--- config.mk ---
export PLATFORM = sky130hd
export DESIGN_NAME = vector_pair_loader
export DESIGN_NICKNAME = d
export VERILOG_FILES = /design/src/rtl/vector_pair_loader.sv
export SDC_FILE = /design/constraint.sdc
export NUM_CORES = 1
export LEC_CHECK = 0
export CORE_MARGIN = 4
export CORE_UTILIZATION = 51
export CTS_CLUSTER_DIAMETER = 60
export DETAILED_ROUTE_END_ITERATION = 10
export HOLD_SLACK_MARGIN = 0.06
export PLACE_DENSITY = 0.95
export SETUP_SLACK_MARGIN = 0.15
export SLEW_MARGIN = 25
export SYNTH_ARGS = -nofsm -noshare
export SYNTH_HDL_FRONTEND = slang
export SYNTH_SLANG_ARGS = --single-unit
--- constraint.sdc ---
create_clock -name clk -period 3.9 [get_ports clk]
set_input_delay 0.39 -clock clk [delete_from_list [all_inputs] [get_ports clk]]
set_output_delay 0.39 -clock clk [all_outputs]
set_load 0.05 [all_outputs]
--- src/rtl/vector_pair_loader.sv ---
// vector_pair_loader: collects (a, b) element pairs one per handshake and
// presents the two assembled vectors as stable flattened buses.
module vector_pair_loader #(
  parameter int VECTOR_SIZE = 4,
  parameter int ELEM_WIDTH  = 31,
  parameter int CNT_W       = $clog2(VECTOR_SIZE + 1)
) (
  input  logic                              clk,
  input  logic                              rst_n,
  input  logic                              clear,
  input  logic                              in_valid,
  output logic                              in_ready,
  input  logic [ELEM_WIDTH-1:0]             in_a,
  input  logic [ELEM_WIDTH-1:0]             in_b,
  output logic                              out_valid,
  input  logic                              out_ready,
  output logic [VECTOR_SIZE*ELEM_WIDTH-1:0] vec1,
  output logic [VECTOR_SIZE*ELEM_WIDTH-1:0] vec2,
  output logic [CNT_W-1:0]                  fill_count
);

  localparam int VW = VECTOR_SIZE * ELEM_WIDTH;

  localparam logic [CNT_W-1:0] LAST = CNT_W'(VECTOR_SIZE - 1);
  localparam logic [CNT_W-1:0] FULL = CNT_W'(VECTOR_SIZE);

  typedef enum logic [1:0] {
    IDLE = 2'd0,
    FILL = 2'd1,
    HOLD = 2'd2
  } state_e;

  state_e            state_q, state_d;
  logic              in_ready_q, in_ready_d;
  logic              out_valid_q, out_valid_d;
  logic [CNT_W-1:0]  fill_q, fill_d;
  logic [VW-1:0]     vec1_q, vec1_d;
  logic [VW-1:0]     vec2_q, vec2_d;

  always_ff @(posedge clk or negedge rst_n) begin
    if (!rst_n) begin
      state_q     <= IDLE;
      in_ready_q  <= 1'b0;
      out_valid_q <= 1'b0;
      fill_q      <= '0;
      vec1_q      <= '0;
      vec2_q      <= '0;
    end else begin
      state_q     <= state_d;
      in_ready_q  <= in_ready_d;
      out_valid_q <= out_valid_d;
      fill_q      <= fill_d;
      vec1_q      <= vec1_d;
      vec2_q      <= vec2_d;
    end
  end

  always_comb begin
    state_d     = state_q;
    in_ready_d  = 1'b0;
    out_valid_d = 1'b0;
    fill_d      = fill_q;
    vec1_d      = vec1_q;
    vec2_d      = vec2_q;

    unique case (state_q)
      IDLE: begin
        state_d    = FILL;
        in_ready_d = 1'b1;
      end

      FILL: begin
        in_ready_d = 1'b1;
        if (clear) begin
          fill_d = '0;
          vec1_d = '0;
          vec2_d = '0;
        end else if (in_valid) begin
          // Slot select by compare keeps the write a plain decoder.
          for (int k = 0; k < VECTOR_SIZE; k++) begin
            if (fill_q == CNT_W'(k)) begin
              vec1_d[k*ELEM_WIDTH +: ELEM_WIDTH] = in_a;
              vec2_d[k*ELEM_WIDTH +: ELEM_WIDTH] = in_b;
            end
          end
          if (fill_q == LAST) begin
            state_d     = HOLD;
            in_ready_d  = 1'b0;
            out_valid_d = 1'b1;
            fill_d      = FULL;
          end else begin
            fill_d = fill_q + CNT_W'(1);
          end
        end
      end

      HOLD: begin
        out_valid_d = 1'b1;
        if (clear) begin
          state_d     = FILL;
          in_ready_d  = 1'b1;
          out_valid_d = 1'b0;
          fill_d      = '0;
          vec1_d      = '0;
          vec2_d      = '0;
        end else if (out_ready) begin
          // Old contents stay; they are overwritten slot by slot.
          state_d     = FILL;
          in_ready_d  = 1'b1;
          out_valid_d = 1'b0;
          fill_d      = '0;
        end
      end

      default: begin
        state_d = IDLE;
        fill_d  = '0;
      end
    endcase
  end

  assign in_ready   = in_ready_q;
  assign out_valid  = out_valid_q;
  assign fill_count = fill_q;
  assign vec1       = vec1_q;
  assign vec2       = vec2_q;

endmodule
# ---- After elaboration in Yosys (flattened, before gate mapping)
# Cells that the tools add are included.
dict set report totals {
  reg_bits 255
  input_bits 67
  out_inout_bits 253
  elab_cells 77
}
dict set report op_classes {
  n_addsub 1
  eq_ne 15
  muxes 39
  n_bitwise 1
  reduce_logical 9
}
# operator n
set ops {}
lappend ops {{$mux W124} 5}
lappend ops {{$pmux W124 S2} 2}
lappend ops {{$mux W31} 8}
lappend ops {{$reduce_and A4 Y1} 5}
lappend ops {{$ne A3 B3 Y1 const B} 6}
lappend ops {{$mux W3} 5}
lappend ops {{$mux W1} 10}
lappend ops {{$mux W2} 5}
lappend ops {{$pmux W3 S3} 1}
lappend ops {{$ne A2 B2 Y1 const B} 4}
lappend ops {{$eq A3 B2 Y1 const B} 2}
lappend ops {{$pmux W2 S3} 1}
lappend ops {{$add A3 B1 Y3 const B} 1}
lappend ops {{$eq A3 B1 Y1 const B} 1}
lappend ops {{$logic_not A3 Y1} 1}
lappend ops {{$pmux W1 S3} 1}
lappend ops {{$reduce_and A3 Y1} 1}
lappend ops {{$eq A2 B1 Y1 const B} 1}
lappend ops {{$eq A2 B2 Y1 const B} 1}
lappend ops {{$logic_not A2 Y1} 1}
lappend ops {{$pmux W1 S2} 1}
lappend ops {{$reduce_bool A2 Y1} 1}
lappend ops {{$not A1 Y1} 1}

# ---- Longest topological paths before layout
dict set report depth {
  word_depth 5
  ltp_mapped 7
  depth_no_buf 5
}

# ---- Worst setup path after synthesis
# No wires, ideal clock.
dict set report synth_timing {
  kind {reg2reg}
  start {register fill_q[1] (netlist: fill_count[1])}
  end {register vec1_q[33] (netlist: vec1[33])}
  setup_time_ns 0.121
  arrival_time_ns 1.894
  t_required_ns 3.779
  path_slack_ns 1.885
  stages_incl_launch_ff 8
  n_path_buf 2
  period_less_slack_ns 2.015
  path_cell_list {dfrtp_1 inv_1 ha_1 and4bb_1 or2_1 buf_6 buf_6 a22o_1}
}
dict set report synth_via {
  elab_chain_len 3
}
# element line
set synth_lines {}
lappend synth_lines {{from (decl)} 36} ;# logic [CNT_W-1:0] fill_q, fill_d;
lappend synth_lines {{from (signal assigned)} 52} ;# fill_q <= fill_d;
lappend synth_lines {{$eq A3 B1 Y1} 81} ;# if (fill_q == CNT_W'(k)) begin
lappend synth_lines {{$ne A3 B3 Y1 (no source line)} -}
lappend synth_lines {{$reduce_and A4 Y1 (no source line)} -}
lappend synth_lines {{to (signal assigned)} 53} ;# vec1_q <= vec1_d;
lappend synth_lines {{to (decl)} 37} ;# logic [VW-1:0] vec1_q, vec1_d;
# Every way passes these cells.
# A chain may end at the register's enable or synchronous reset.

# ---- Worst setup path in the final report
dict set report layout_timing {
  start {register state_q[0]}
  end {register vec2_q[110] (netlist: vec2[110])}
}
dict set report layout_via {
  elab_chain_len 3
  word_cells_on_any_way 8
  cone_classes {eq/ne (5); mux (1); reduce/logical (2)}
}
# element line
set layout_lines {}
lappend layout_lines {{from (decl)} 33} ;# state_e state_q, state_d;
lappend layout_lines {{from (signal assigned)} 49} ;# state_q <= state_d;
lappend layout_lines {{$eq A2 B1 Y1 / $eq A2 B2 Y1 (equally long branches)} 66} ;# unique case (state_q)
lappend layout_lines {{$ne A3 B3 Y1 (no source line), or another cell as far along} -}
lappend layout_lines {{$reduce_and A4 Y1 (no source line)} -}
lappend layout_lines {{to (signal assigned)} 54} ;# vec2_q <= vec2_d;
lappend layout_lines {{to (decl)} 38} ;# logic [VW-1:0] vec2_q, vec2_d;
# Parallel ways exist; a longest one is shown, timed or not.

==> run_results.csv <==
group,metric,value,unit
outcome,status,"completed",
drt,post_drt_wl_per_cell,23.10,um
yosys,synth_most_common_cell,"dfrtp_1",
clocking,htreeDepth,1,
worst_setup_path,required,4330,ps
yosys,yosysWarnings,0,
yosys,synth_flop_cell,"dfrtp_1",
grt,grt_max_degree,141,
clocking,cts_made_buffers,26,
grt,grt_overflow,0,
die,coreArea,19720,sq um
yosys,yosysUniqueCellTypes,33,
job,drv_cap,0,
cells_and_area,fin_nets,1188,
drt,vias_per_cell,5.875,
worst_setup_path,r2r_slack,970,ps
die,io_pins,320,
clocking,cts_tree,"built",
worst_setup_path,r2r_end,"vec2[110]",
timing,finalHoldViolCount,0,
clocking,postCtsSetupBuffers,0,
timing,worst_pin_slew,873.8,ps
timing,max_freq,0.3414,GHz
die,floorplan.initialDensity,0.5265,
worst_setup_path,start_kind,"flop",
timing,rsz0062_at_grt,"no",
yosys,syn_nets,887,
drt,dr.pass1.iters,5,
drt,drt_iter0_drc,463,
worst_setup_path,worstRegToRegCells,6,
yosys,synth_area_leaders,"dfrtp_1 (61%), a22o_1 (16%), mux2i_1 (6.1%)",
worst_setup_path,path_max_fanout,39,
clocking,holdBufCountCts,1,
cells_and_area,nFillCells,1209,
drt,ant_nets,0,
placed_design,place_congestion,0.8383,
worst_setup_path,critical_path_class,"reg -> reg",
timing,finClkSkew,13.06,ps
timing,finalSetupViolCount,0,
clocking,clock_latency,520,ps
cells_and_area,drive_above_1_share,0.06890,
grt,antenna_found_initial,0,
yosys,async_flop_share,1.000,
drt,wl,32270,um
clocking,clk_root_buffer_cell,"clkbuf_16",
die,dieHeight,150.7,um
yosys,syn_avg_cell_area,12.80,sq um
yosys,synth_top_area_cell,"dfrtp_1",
timing,min_period_over_period,0.7510,
clocking,ctsLongestPathBuffers,3,
grt,grt_pass1_vias,8603,
cells_and_area,num_antenna_cells,0,
timing,setup_tns,0,ps
timing,fin_crit,2929,ps
die,die_area,22700,sq um
placed_design,numPortBuffers,319,
die,num_rows,51,
yosys,synth_cells,811,
placed_design,dpl.hpwl,21510,um
yosys,synth-seq-cells,255,
timing,slew_headroom,0.4152,
yosys,yosysTopAreaCellShare,0.6147,
yosys,synth_edf_count,0,
worst_setup_path,critPathArrivalTime,3360,ps
clocking,numClockSinks,255,
grt,grt_pass1_wl,50050,um
drt,num_vias,8208,
worst_setup_path,worst_setup_path_end_kind,"flop",
die,dieWidth,150.7,um
cells_and_area,area_growth_syn_to_layout,40.44,%
yosys,ys_seq_area_frac,0.6147,
clocking,cts_resized,0,
hold_path,worstHoldPathType,"in -> async",
drt,drc,0,
grt,grtUsageTotal,0.2802,
yosys,netlist_top_cells_count,"dfrtp_1 (255), a22o_1 (186), inv_1 (69)",
yosys,syn_area,10380,sq um
worst_setup_path,rr_startpoint,"state_q[0]",
timing,slew_violations,0,
clocking,clk_pin_slew_worst_paths,70,ps
-- registers in the layout, summed over array words and instances, names as in the netlist --
| signal | cells |
|---|---|
| vec1 | 124 |
| state_q | 2 |
| in_ready | 1 |
| out_valid | 1 |
| vec2 | 124 |
| fill_count | 3 |
-- stage by stage --
stage          cell area, sq um  hold WS [ps]  utilization  setup slack [ps]  std cells
2_1_floorplan             10380         94.41            -              1885        811
3_3_place_gp              13640         482.4       0.6918              1066       1347
3_5_place_dp              13640         481.7       0.6918             968.0       1347
4_1_cts                   14550         433.0       0.7380              1003       1396
5_1_grt                   14580         416.1       0.7394             832.9       1397
6_report                  14580         386.0       0.7394             971.0       1397
-- area by class of cell --
class                      count  area (sq um)  area share
clock inverter                17         180.2     0.01236
multi-input combinational    419          3308      0.2269
tap                          265         331.6     0.02274
clock buffer                  31         720.7     0.04943
inverter                      69         259.0     0.01777
timing repair buffer         341          3398      0.2331
sequential                   255          6381      0.4377
-- cells by family after synthesis --
logic type	after synthesis	share of synthesized area
AO/OA/AOI/OAI	203	0.1691
adder cells (fa/ha/maj)	9	0.01085
buffers and inverters	137	0.07063
flip-flops	255	0.6147
multiplexers	63	0.06074
AND/OR/NAND/NOR	144	0.07400
-- routing by layer --
layer	GRT usage	wire length (um)	vias up
li1	-	-	3510
met1	0.3746	12640	4200
met2	0.4584	15750	435
met3	0.06773	3000	63
met4	0.08432	879	0
met5	0	0	-
-- cell usage in the layout, fill, tap and decap left out, types with 3 or more instances in the layout --
master	count
a22o_1	186
and3_1	62
ha_1	9
dfrtp_1	255
clkinv_2	8
or2_2	4
clkinvlp_4	4
nand2_1	62
bufinv_16	3
mux2i_1	63
o21ai_4	3
and4bb_1	3
inv_1	69
clkbuf_16	27
buf_4	19
clkdlybuf4s50_1	318
clkbuf_8	3
-- worst max-delay path, stage by stage (launching register included) --
cell	delay (ps)
dfrtp_1	410
inv_1	120
ha_1	360
or2_2	760
a21boi_4	310
buf_4	530
mux2i_1	290
-- how the worst max path moves through the flow --
stage | from | to | slack (ps) | cells after the start
floorplan | fill_count[1] | vec1[33] | 1890 | 7
global placement | clear | vec1[2] | 1070 | 4
detailed placement | clear | vec1[4] | 970 | 4
CTS | state_q[0] | vec1[67] | 1000 | 6
global route | state_q[0] | vec1[67] | 830 | 6
finish | state_q[0] | vec2[110] | 970 | 6
Power is left out: the tool's default activity adds up to more than one toggle a clock period on the data nets, which glitch-free logic cannot reach.
